--- src/rtl/qpsk_pkg.sv ---
// rtl/qpsk_pkg.sv - shared QPSK amplitude constants and sc16 packing helpers
package qpsk_pkg;

   localparam logic [15:0] QPSK_ONE  = 16'h6665;
   localparam logic [15:0] QPSK_ZERO = 16'h999B;

   typedef struct packed {
      logic [15:0] i;
      logic [15:0] q;
   } sc16_t;

   function automatic logic [15:0] map_bit(input logic b);
      return b ? QPSK_ONE : QPSK_ZERO;
   endfunction

   function automatic logic [31:0] pack_sc16(input logic [15:0] i, input logic [15:0] q);
      sc16_t s;
      s.i = i;
      s.q = q;
      return s;
   endfunction

endpackage

--- src/rtl/qpsk_symbol_mapper.sv ---
// rtl/qpsk_symbol_mapper.sv - maps 2-bit QPSK symbols to sc16 samples, SPS samples per symbol
module qpsk_symbol_mapper
   import qpsk_pkg::*;
#(
   parameter int          SPS        = 4,
   parameter logic [15:0] ONE        = QPSK_ONE,
   parameter logic [15:0] ZERO       = QPSK_ZERO,
   parameter bit          ZERO_STUFF = 1'b0
) (
   input  logic        clk,
   input  logic        reset,
   input  logic [31:0] in_tdata,
   input  logic        in_tvalid,
   output logic        in_tready,
   output logic [31:0] out_tdata,
   output logic        out_tvalid,
   input  logic        out_tready,
   output logic [31:0] sym_cnt
);

   localparam int REP_W = (SPS > 1) ? $clog2(SPS) : 1;
   localparam logic [REP_W-1:0] REP_LAST = REP_W'(SPS - 1);

   logic             hold_valid;
   logic [REP_W-1:0] rep_cnt;
   logic             xfer;
   logic             last_beat;
   logic             accept;
   logic             unused_upper;

   assign unused_upper = ^in_tdata[31:2];

   assign out_tvalid = hold_valid;
   assign xfer       = out_tvalid && out_tready;
   assign last_beat  = xfer && (rep_cnt == REP_LAST);
   // The only combinational input-to-output path: ready passes through on the final repeat.
   assign in_tready  = !hold_valid || last_beat;
   assign accept     = in_tvalid && in_tready;

   always_ff @(posedge clk) begin
      if (reset) begin
         hold_valid <= 1'b0;
         rep_cnt    <= '0;
         out_tdata  <= 32'h0;
         sym_cnt    <= 32'h0;
      end else if (accept) begin
         out_tdata  <= pack_sc16(in_tdata[1] ? ONE : ZERO, in_tdata[0] ? ONE : ZERO);
         hold_valid <= 1'b1;
         rep_cnt    <= '0;
         sym_cnt    <= sym_cnt + 32'd1;
      end else if (xfer) begin
         if (rep_cnt == REP_LAST) begin
            hold_valid <= 1'b0;
            rep_cnt    <= '0;
         end else begin
            rep_cnt <= rep_cnt + REP_W'(1);
            if (ZERO_STUFF)
               out_tdata <= 32'h0;
         end
      end
   end

endmodule
--- config.mk ---
export PLATFORM = sky130hd
export DESIGN_NAME = qpsk_symbol_mapper
export DESIGN_NICKNAME = d
export VERILOG_FILES = /design/src/rtl/qpsk_pkg.sv /design/src/rtl/qpsk_symbol_mapper.sv
export SDC_FILE = /design/constraint.sdc
export NUM_CORES = 1
export LEC_CHECK = 0
export BUFFER_PORTS_ARGS = -buffer_cell sky130_fd_sc_hd__buf_2
export CAP_MARGIN = 5
export CELL_PAD_IN_SITES_DETAIL_PLACEMENT = 1
export CELL_PAD_IN_SITES_GLOBAL_PLACEMENT = 1
export CORE_MARGIN = 2
export CORE_UTILIZATION = 32
export DETAILED_ROUTE_END_ITERATION = 8
export PLACE_DENSITY = 0.91
export SLEW_MARGIN = 20
export SYNTH_ARGS = -nofsm -noshare
export SYNTH_HDL_FRONTEND = slang
export SYNTH_SLANG_ARGS = --single-unit
--- constraint.sdc ---
create_clock -name clk -period 2.4 [get_ports clk]
set_input_delay 0.36 -clock clk [delete_from_list [all_inputs] [get_ports clk]]
set_output_delay 0.36 -clock clk [all_outputs]
set_load 0.01 [all_outputs]
# Yosys cells after proc, flatten, opt, wreduce, memory -nomap -nowiden

Cells that the tools add are included.

Register bits after elaboration: 67
Output and inout port bits: 66
Input bits: 36
Logic and storage cells: 22

Reduce and logical (&&, ||, !) cells: 9
Mux-type cells: 6
Add/sub/neg operators: 2
Equal/unequal tests: 1

Operators with widths:

| kind                                          | count |
|---|---|
| adder 32 x 1 -> 32 bit, second input constant | 1 |
| 2-to-1 mux 16 bit                             | 2 |
| nonzero test 2 bit                            | 2 |
| logical AND 1 bit                             | 3 |
| 2-to-1 mux 1 bit                              | 3 |
| adder 2 x 1 -> 2 bit, second input constant   | 1 |
| equality test 2 bit, second input constant    | 1 |
| 2-to-1 mux 2 bit                              | 1 |
| AND reduction 2 bit                           | 1 |
| OR reduction 2 bit                            | 1 |
| logical NOT 1 bit                             | 1 |
| logical OR 1 bit                              | 1 |

# Longest topological paths before layout

Gate-level depths: netlist (run 1).

Depth after elaboration: 6
Mapped depth: 8
Depth with buffers taken out: 7

# Worst setup path after synthesis (run 1)

Ideal clock, no wire load.

Path kind: register -> register
Start point: reg sym_cnt[8]
End point: reg sym_cnt[31]
Arrival: 1.633 ns
Buffers on the path: 0
Required time: 2.277 ns
Clock period less this slack: 1.756 ns
Stages on the path, launching flop included: 6
Slack: 0.644 ns
Cells stage by stage: dfxtp_1 -> nand4_1 -> nor4_4 -> nand3_1 -> nor2_1 -> mux2_1

Longest elaborated chain between the ends: 1

Ends and longest elaborated chain:

| item                   | line                     | source |
|---|---|---|
| start, declared        | qpsk_symbol_mapper.sv:18 | `output logic [31:0] sym_cnt` |
| start signal, assigned | qpsk_symbol_mapper.sv:50 | `sym_cnt <= sym_cnt + 32'd1;` |
| adder 32 x 1 -> 32 bit | qpsk_symbol_mapper.sv:50 |  |

Every way passes these cells.
A chain may end at the register's enable or synchronous reset.

# Worst setup path in the final report (run 1)

Start point: reg rep_cnt[0]
End point: reg sym_cnt[19]

Longest elaborated chain between the ends: 4

Ends and longest elaborated chain:

| item                   | line                     | source |
|---|---|---|
| start, declared        | qpsk_symbol_mapper.sv:25 | `logic [REP_W-1:0] rep_cnt;` |
| start signal, assigned | qpsk_symbol_mapper.sv:56 | `rep_cnt <= rep_cnt + REP_W'(1);` |
| equality test 2 bit    | qpsk_symbol_mapper.sv:35 | `assign last_beat = xfer && (rep_cnt == REP_LAST);` |
| logical AND 1 bit      | qpsk_symbol_mapper.sv:35 |  |
| logical OR 1 bit       | qpsk_symbol_mapper.sv:37 | `assign in_tready = !hold_valid \|\| last_beat;` |
| logical AND 1 bit      | qpsk_symbol_mapper.sv:38 | `assign accept = in_tvalid && in_tready;` |

Every way passes these cells.

==> flow_summary.yaml, run 1 <==
setup_path:
  required_ns: 2.59
  cp-start-kind: "register"
  crit_chain: "ha_1, a21boi_4, inv_1, nand4b_2, nor4_2, xnor2_1, nor2_1"
  crit_fanout: 10
  worstPathArrival_ns: 2.08
  path_class: "register to register"
  slowest_stage: "dfxtp_1"
  startpoint: "rep_cnt[0]$_SDFFE_PP0N_"
  max_stage_delay_ns: 0.38
  worst_setup_path_end_kind: "register"
  reg2reg_from: "rep_cnt[0]$_SDFFE_PP0N_"
detailed_routing:
  drc_errors: 0
  postRouteAntennaNets: 0
  vias_per_cell: 4.96
  dr_total_vias: 1816
  initialDrtViolationCount: 32
  wl_um: 5230
  drt_first_pass_iters: 4
  wl_per_cell_um: 14.3
sta:
  final.setup.worst_slack_ns: 0.506
  tns_ns: 0
  finalHoldViolCount: 0
  slew_headroom_pct: 78.0
  clock-skew-final_ns: 0.00731
  final_max_slew_viol_count: 0
  fmax_ghz: 0.528
  min_period_over_period_pct: 78.9
  rsz0062_at_grt: "no"
  finalSetupViolCount: 0
  fin_crit_ns: 1.89
  worst_pin_slew_ns: 0.329
status:
  status: "complete, no violations"
clock_tree:
  clock_sinks: 40
  root_buffer: "clkbuf_8"
  clk_latency_ns: 0.30
  numCtsBuffers: 5
  cts_setup_buffers: 0
  cts_tree: "built"
  path_clk_slew_ns: 0.08
  htree_levels: 2
  cts_resized: 0
  cts_buffer_depth: 2
  hold_buffers: 0
hold_path:
  hp-class: "input pin to register"
  min_from: "in_tdata[1]"
yosys:
  ys_ff_latch: 40
  async_flop_share_pct: 0
  synth_top_area_cell: "dfxtp_1"
  post-synth-top-area-fraction_pct: 39.3
  ys_warn_count: 0
  ys_top_cells_by_count: "40 x dfxtp_1, 39 x nor2_1, 27 x buf_4, 18 x nand2_1, 14 x xnor2_1"
  synth_cells: 236
  syn_area_um2: 2040
  synth.avg_cell_area_um2: 8.63
  syn-num-nets: 274
  synth_flop_cell: "dfxtp_1"
  ys_top_cells_by_area: "dfxtp_1 39%, buf_4 10%, nor2_1 7.2%"
  synth_edf_count: 0
  synth.most_common_cell: "dfxtp_1"
  synth_cell_types: 33
  ys_seq_area_share_pct: 39.3
grt:
  track_usage_pct: 15.2
  grt_pass1_vias: 1705
  grt_antenna_before_repair: 0
  grt_max_degree: 26
  grt-ovfl-total: 0
  grt_pass1_wl_um: 8720
pwr:
  ir_worst_vdd_mv: 0.220
  powerDensity_nw_per_um2: 578
  p_leak_uw: 0.00111
die:
  num_io_pins: 102
  rows: 29
  die_h_um: 83.8
  dieWidth_um: 83.8
  initial_core_util_pct: 32.6
  die_area_um2: 7020
  coreArea_um2: 6240
place:
  dp_hpwl_um: 3830
  io_buffers: 71
  place.gp.congestion: 0.803
  dp_worst_setup_slack_ns: 0.493
final_layout:
  nFillCells: 770
  drive_above_1_share_pct: 32.9
  antenna_cells: 0
  syn_to_final_growth_pct: 19.7
  nets: 326
job:
  max_cap_viol_count: 0
## state kept, by name, summed over array words and instances (netlist names)
register	flops
sym_cnt	32
out_tvalid	1
rep_cnt	2
out_tdata	5
## layout by cell type (no fill, tap or decap), drive strengths merged
cell    netlist  final
a21boi        1      1
a21oi         8      8
and2          5      5
and2b         1      1
and3          5      5
and4          4      4
buf          28     77
bufinv        0      1
clkbuf        4      7
dfxtp        40     40
ha            2      2
inv           4      4
mux2          2      2
mux2i         1      1
nand2        18     18
nand3         8      8
nand4        13     13
nand4b        2      2
nor2         39     39
nor2b         2      2
nor3          8      8
nor3b         1      1
nor4          4      4
o21ai         4      4
or2           1      1
or3           3      3
or4b          1      1
xnor2        14     14
xor2         13     13
## power breakdown
group / leakage [uW] / switching (uW) / internal (uW) / total [uW]
Sequential: 0.000324 / 13.0 / 674 / 687
Clock: 0.0000645 / 247 / 367 / 614
Combinational: 0.000717 / 65.9 / 43.0 / 109
Total: 0.00111 / 326 / 1080 / 1410
## area by class of cell
type | instances | area [um2] | share of cell area, %
flip-flops and latches | 40 | 801 | 32.8
well taps | 77 | 96.3 | 3.95
clock buffers | 7 | 96.3 | 3.95
repair buffers | 77 | 400 | 16.4
inverters | 4 | 15.0 | 0.616
multi-input cells | 160 | 1000 | 41.0
clock inverters | 1 | 30.0 | 1.23
## path summary, 6_finish.rpt
path | endpoint | depth (start not counted) | slack (ns)
setup reg to reg | sym_cnt[19]$_SDFFE_PP0P_ | 7 | 0.51
setup / recovery | sym_cnt[19]$_SDFFE_PP0P_ | 7 | 0.51
hold reg to reg | out_tdata[16]$_SDFFE_PP0P_ | 2 | 0.50
hold / removal | out_tdata[30]$_SDFFE_PP0P_ | 3 | 0.32
## metal layers
metal / up-vias / track usage [%] / wire length (um)
met2: 63 / 24.9 / 2490
met4: 0 / 4.69 / 53
met3: 5 / 3.96 / 320
met1: 871 / 19.8 / 2360
li1: 877 / - / -
met5: - / 0 / 0
## per-stage QoR
stage	area, um2	hold slack (ns)	cells	total power [uW]	utilization, %
after floorplan	2040	0.481	236	796	-
after CTS	2440	0.302	366	1420	39.1
after global placement	2310	0.466	358	809	37.0
after global routing	2440	0.338	366	1470	39.1
after detailed placement	2310	0.487	358	814	37.0
final	2440	0.318	366	1410	39.1
## critical path, delay by kind of cell, from the launching register on
| kind | cells | cell delay, ns |
|---|---|---|
| AOI/OAI and AO/OA | 1 | 0.11 |
| xor gates and xnor gates | 1 | 0.15 |
| buffers and inverters | 1 | 0.16 |
| and+or+nand+nor | 3 | 0.75 |
| adders and majority gates | 1 | 0.24 |
| DFF | 1 | 0.38 |
## logic make-up (layout without fill, tap and decap cells)
| group | Yosys count | after routing | share of synthesized area [%] |
|---|---|---|---|
| DFF | 40 | 40 | 39.3 |
| muxes | 3 | 3 | 1.60 |
| and+or+nand+nor | 115 | 115 | 30.8 |
| AOI/OAI and AO/OA | 13 | 13 | 3.87 |
| adders and majority gates | 2 | 2 | 1.23 |
| xor gates and xnor gates | 27 | 27 | 11.6 |
| buffers and inverters | 36 | 89 | 11.6 |
(Power assumes the default switching activity.)
==> run 2: changes to the inputs <==
clock period = 1.8 ns   (was 2.4 ns; I/O delays follow)
==> run 2 against run 1 <==
  * Sequential power is 33% higher
  * Critical path depth is 2 lower
  * Clock power is 13% lower
  * Final cell count is 2.7% higher
  * Design area is 3.7% higher
  * Die area stayed put
  * Routed wire length is 2.8% higher
  * Clock skew is 0.0033 ns lower
  * Core utilization is 1.4 points higher
  * Non-clock buffer count is 13 higher
  * Largest cell class unchanged
  * Worst setup slack worse by 0.43 ns
  * Via count is 1.5% higher
==> flow_summary.yaml, run 2 (same netlist as run 1, synthesis figures left out) <==
setup_path:
  worstPathArrival_ns: 1.46
  worst_setup_path_end_kind: "output port"
  crit_family: "buffers and inverters"
  max_stage_delay_ns: 0.35
  crit_chain: "ha_4, a21boi_4, inv_1, buf_4, buf_2"
  path_class: "register to output port"
  cp-start-kind: "register"
  crit_fanout: 6
  required_ns: 1.53
  critPathBufInv: 3
  slowest_stage: "dfxtp_2"
pwr:
  p_sw_share_pct: 24.3
  p_switching_uw: 390
  p_comb_share_pct: 9.8
  ir_worst_vdd_mv: 0.327
  power_uw: 1610
  p_seq_share_pct: 57.1
  powerDensity_nw_per_um2: 635
  clock_power_share_pct: 33.1
  p_leak_uw: 0.00117
  internal_power_uw: 1220
final_layout:
  utilization_pct: 40.5
  antenna_cells: 0
  reg_top3: "sym_cnt (32), out_tdata (5), rep_cnt (2)"
  layout_common_cells: "71 x buf_2, 39 x nor2_1, 38 x dfxtp_1"
  layout_commonest_cell: "buf_2"
  nets: 339
  syn_to_final_growth_pct: 24.1
  largest_reg_flops: 32
  nFillCells: 768
  regMostFlops: "sym_cnt"
  drive_above_1_share_pct: 36.5
detailed_routing:
  postRouteAntennaNets: 0
  wl_um: 5370
  dr_total_vias: 1844
  wl_per_cell_um: 14.3
  initialDrtViolationCount: 47
  drt_first_pass_iters: 4
  drc_errors: 0
  vias_per_cell: 4.90
grt:
  grt-ovfl-total: 0
  grt_pass1_vias: 1784
  grt_max_degree: 29
  track_usage_pct: 15.3
  grt_pass1_wl_um: 8760
  gr-usage-met1_pct: 18.5
  met3_usage_pct: 3.66
  top_usage_layer: "met2"
  grt_antenna_before_repair: 0
  met2_usage_pct: 27.1
sta:
  min_period_over_period_pct: 95.9
  finalSetupViolCount: 0
  final_max_slew_viol_count: 0
  final.setup.worst_slack_ns: 0.0746
  finalHoldViolCount: 0
  fmax_ghz: 0.580
  clock-skew-final_ns: 0.00396
  fin_crit_ns: 1.73
  slew_headroom_pct: 79.1
  tns_ns: 0
  worst_pin_slew_ns: 0.314
die:
  coreArea_um2: 6240
  initial_core_util_pct: 32.6
  rows: 29
  die_h_um: 83.8
  die_area_um2: 7020
  dieWidth_um: 83.8
  num_io_pins: 102
place:
  dp_worst_setup_slack_ns: -0.0305
  place.gp.congestion: 0.800
  io_buffers: 71
  dp_hpwl_um: 3970
clock_tree:
  cts_setup_buffers: 0
  cts_tree: "built"
  htree_levels: 2
  clock_sinks: 40
  cts_buffer_depth: 2
  numCtsBuffers: 5
  hold_buffers: 0
  root_buffer: "clkbuf_8"
  path_clk_slew_ns: 0.07
  clk_latency_ns: 0.29
hold_path:
  hp-class: "input pin to register"
status:
  status: "complete, no violations"
job:
  max_cap_viol_count: 0
==> run 2: cell types whose count changed in the layout (fill, tap and decap cells not counted), sizes merged <==
cell	delta
buf	+13
clkbuf	-2
bufinv	-1
==> run 2: timing repair <==
item                                    4_1_cts  5_1_grt
gates resized for setup                       4        3
pin swaps                                     0        2
endpoints found under the setup margin        6        5
==> run 2: worst reg2reg max path, stage by stage (launching register included) <==
cell and delay, ns:
dfxtp_2 0.38, ha_4 0.17, a21boi_4 0.07, or4b_4 0.57, or3_1 0.33, a21oi_1 0.13
==> run 2: final timing paths <==
check,slack (ns),cells past startpoint,startpoint,end
setup / recovery,0.07,5,rep_cnt[0]$_SDFFE_PP0N_,in_tready
hold / removal,0.24,3,in_tdata[1],out_tdata[30]$_SDFFE_PP0P_
hold reg to reg,0.51,2,sym_cnt[1]$_SDFFE_PP0P_,sym_cnt[1]$_SDFFE_PP0P_
setup reg to reg,0.08,5,rep_cnt[0]$_SDFFE_PP0N_,sym_cnt[10]$_SDFFE_PP0P_
==> run 2: layer usage <==
layer	part of all wire, %	routed length (um)	up-vias
met2	50	2680	58
met3	5.7	305	7
met5	0	0	-
li1	-	-	892
met1	43	2330	887
met4	0.95	51	0
==> run 2: power by group through the flow <==
stage               registers (uW)  clock network, uW  logic (uW)
global placement               935                  0         153
detailed placement             937                  0         157
floorplan                      942                  0         119
global route                   921                585         173
CTS                            916                553         158
finish                         917                532         157
==> run 2: layout make-up <==
cell class | instances | area (um2) | area share [%]
clock buffer | 5 | 68.8 | 2.72
inverter | 4 | 15.0 | 0.594
multi-input combinational | 160 | 1030 | 40.9
sequential | 40 | 803 | 31.8
tap | 77 | 96.3 | 3.81
timing repair buffer | 90 | 510 | 20.2
==> run 2: per-stage QoR <==
stage / cells / cell area, um2 / hold WS, ns
floorplan: 236 / 2040 / 0.391
global placement: 371 / 2420 / 0.469
detailed placement: 371 / 2420 / 0.501
CTS: 376 / 2510 / 0.233
global route: 376 / 2530 / 0.257
finish: 376 / 2530 / 0.240
==> run 3: changes to the inputs <==
PLACE_DENSITY = default   (was 0.91)
PLACE_DENSITY_LB_ADDON = 0.1   (was default)
==> run 3 against run 2 <==
  * Non-clock buffer count grew 8
  * Final cell count grew 2.9%
  * Largest cell class unchanged
  * Critical endpoint is now sym_cnt[10]$_SDFFE_PP0P_
  * Worst setup slack got worse by 0.015 ns
  * Sequential share of layout area decreased by 0.99 points
  * Critical path depth stayed put
  * Clock power up 18%
  * Total power grew 6.1%
  * Register-to-register slack got worse by 0.02 ns
  * First-iteration DRC count is 34% lower
  * Die area is the same
  * Core utilization rose by 1.2 points
  * Worst hold slack got worse by 0.014 ns
==> flow_summary.yaml, run 3 (same netlist as run 1, synthesis figures left out) <==
clock_tree:
  cts_buffer_depth: 2
  htree_levels: 2
  root_buffer: "clkbuf_8"
  path_clk_slew_ns: 0.08
  cts_tree: "built"
  numCtsBuffers: 5
  clk_latency_ns: 0.29
  clock_sinks: 40
  hold_buffers: 0
hold_path:
  hp-class: "input pin to register"
  hold_depth: 3
  hold_end: "out_tdata[30]$_SDFFE_PP0P_"
  min_from: "in_tdata[1]"
status:
  status: "complete, no violations"
setup_path:
  startpoint: "rep_cnt[1]$_SDFFE_PP0N_"
  slowest_stage: "or4b_4"
  crit_cells: 5
  cp-start-kind: "register"
  required_ns: 2.03
  path_class: "register to register"
  worst_setup_path_end_kind: "register"
  crit_fanout: 5
  max_stage_delay_ns: 0.59
  r2r-end: "sym_cnt[10]$_SDFFE_PP0P_"
  critPathBufInv: 0
  reg2reg_depth: 5
  crit_chain: "ha_2, a21boi_4, or4b_4, or3_1, a21oi_1"
  reg2reg_from: "rep_cnt[1]$_SDFFE_PP0N_"
  reg2reg_slack_ns: 0.06
  crit_family: "simple AND/OR/NAND/NOR gates"
  worstPathArrival_ns: 1.97
sta:
  rsz0062_at_grt: "no"
  finalSetupViolCount: 0
  clock-skew-final_ns: 0.00631
  slew_headroom_pct: 81.4
  fin_crit_ns: 1.74
  fin_hold_ws_ns: 0.226
  fmax_ghz: 0.574
  finalHoldViolCount: 0
  tns_ns: 0
  final_max_slew_viol_count: 0
  min_period_over_period_pct: 96.7
  worst_pin_slew_ns: 0.277
detailed_routing:
  dr_total_vias: 1814
  drc_errors: 0
  vias_per_cell: 4.69
  drt_first_pass_iters: 2
  wl_um: 5000
  initialDrtViolationCount: 31
  postRouteAntennaNets: 0
  wl_per_cell_um: 12.9
die:
  rows: 29
  die_h_um: 83.8
  die_area_um2: 7020
  coreArea_um2: 6240
  dieWidth_um: 83.8
  num_io_pins: 102
  initial_core_util_pct: 32.6
pwr:
  powerDensity_nw_per_um2: 654
  p_leak_uw: 0.00122
  ir_worst_vdd_mv: 0.326
final_layout:
  reg_top3: "sym_cnt (32), out_tdata (5), rep_cnt (2)"
  layout_commonest_cell: "buf_2"
  regMostFlops: "sym_cnt"
  drive_above_1_share_pct: 38.7
  multi_input_area_um2: 1030
  nets: 347
  syn_to_final_growth_pct: 27.9
  layout_common_cells: "71 x buf_2, 39 x nor2_1, 39 x dfxtp_1"
  largest_reg_flops: 32
  seq_area_um2: 802
  nFillCells: 780
  antenna_cells: 0
grt:
  grt_pass1_vias: 1691
  grt-ovfl-total: 0
  grt_max_degree: 31
  track_usage_pct: 14.4
  grt_pass1_wl_um: 8270
  grt_antenna_before_repair: 0
place:
  dp_hpwl_um: 3720
  io_buffers: 71
  place.gp.congestion: 0.729
job:
  max_cap_viol_count: 0
run 3: how the worst max path moves through the flow:
| stage | to |
|---|---|
| after floorplan | sym_cnt[31]$_SDFFE_PP0P_ |
| after global placement | sym_cnt[19]$_SDFFE_PP0P_ |
| after detailed placement | sym_cnt[17]$_SDFFE_PP0P_ |
| after CTS | sym_cnt[10]$_SDFFE_PP0P_ |
| after global routing | sym_cnt[30]$_SDFFE_PP0P_ |
| final | sym_cnt[10]$_SDFFE_PP0P_ |
run 3: layer usage:
layer | wire length (um) | track usage [%] | vias up
met2 | 2250 | 22.7 | 52
met4 | 29 | 5.72 | 0
met5 | 0 | 0 | -
met1 | 2440 | 19.5 | 848
li1 | - | - | 912
met3 | 275 | 2.57 | 2
run 3: power by group:
group          internal (uW)  leakage [uW]  switching, uW
Clock                    306     0.0000510            322
Combinational           70.3      0.000844           90.8
Sequential               899      0.000324           15.7
Total                   1280       0.00122            428
run 3: what timing repair did:
item / in CTS / in global routing
pin swaps: 0 / 2
endpoints found under the setup margin: 1 / 10
gates resized for setup: 1 / 5
setup buffers: 0 / 1
hold endpoints to repair: 0 / 0
run 3: cell type report:
| cell class | count | area share (%) |
|---|---|---|
| multi-input combinational | 160 | 39.5 |
| clock buffer | 6 | 3.17 |
| sequential | 40 | 30.8 |
| tap | 77 | 3.70 |
| timing repair buffer | 98 | 21.9 |
| clock inverter | 2 | 0.384 |
| inverter | 4 | 0.576 |
run 3: stage by stage:
stage / setup slack, ns / util (%) / power [uW] / cells / instance area, um2
floorplan: 0.0441 / - / 1060 / 236 / 2040
global placement: 0.0353 / 39.7 / 1100 / 378 / 2470
detailed placement: 0.0110 / 39.7 / 1100 / 378 / 2470
CTS: 0.00728 / 41.3 / 1740 / 386 / 2580
global route: 0.000867 / 41.8 / 1790 / 387 / 2610
finish: 0.0592 / 41.8 / 1700 / 387 / 2610
run 3: tightest hold or removal path, delay by kind of cell:
family / cells / cell delay [ns]
AOI/OAI and AO/OA: 1 / 0.05
and+or+nand+nor: 1 / 0.05
buffers and inverters: 1 / 0.10
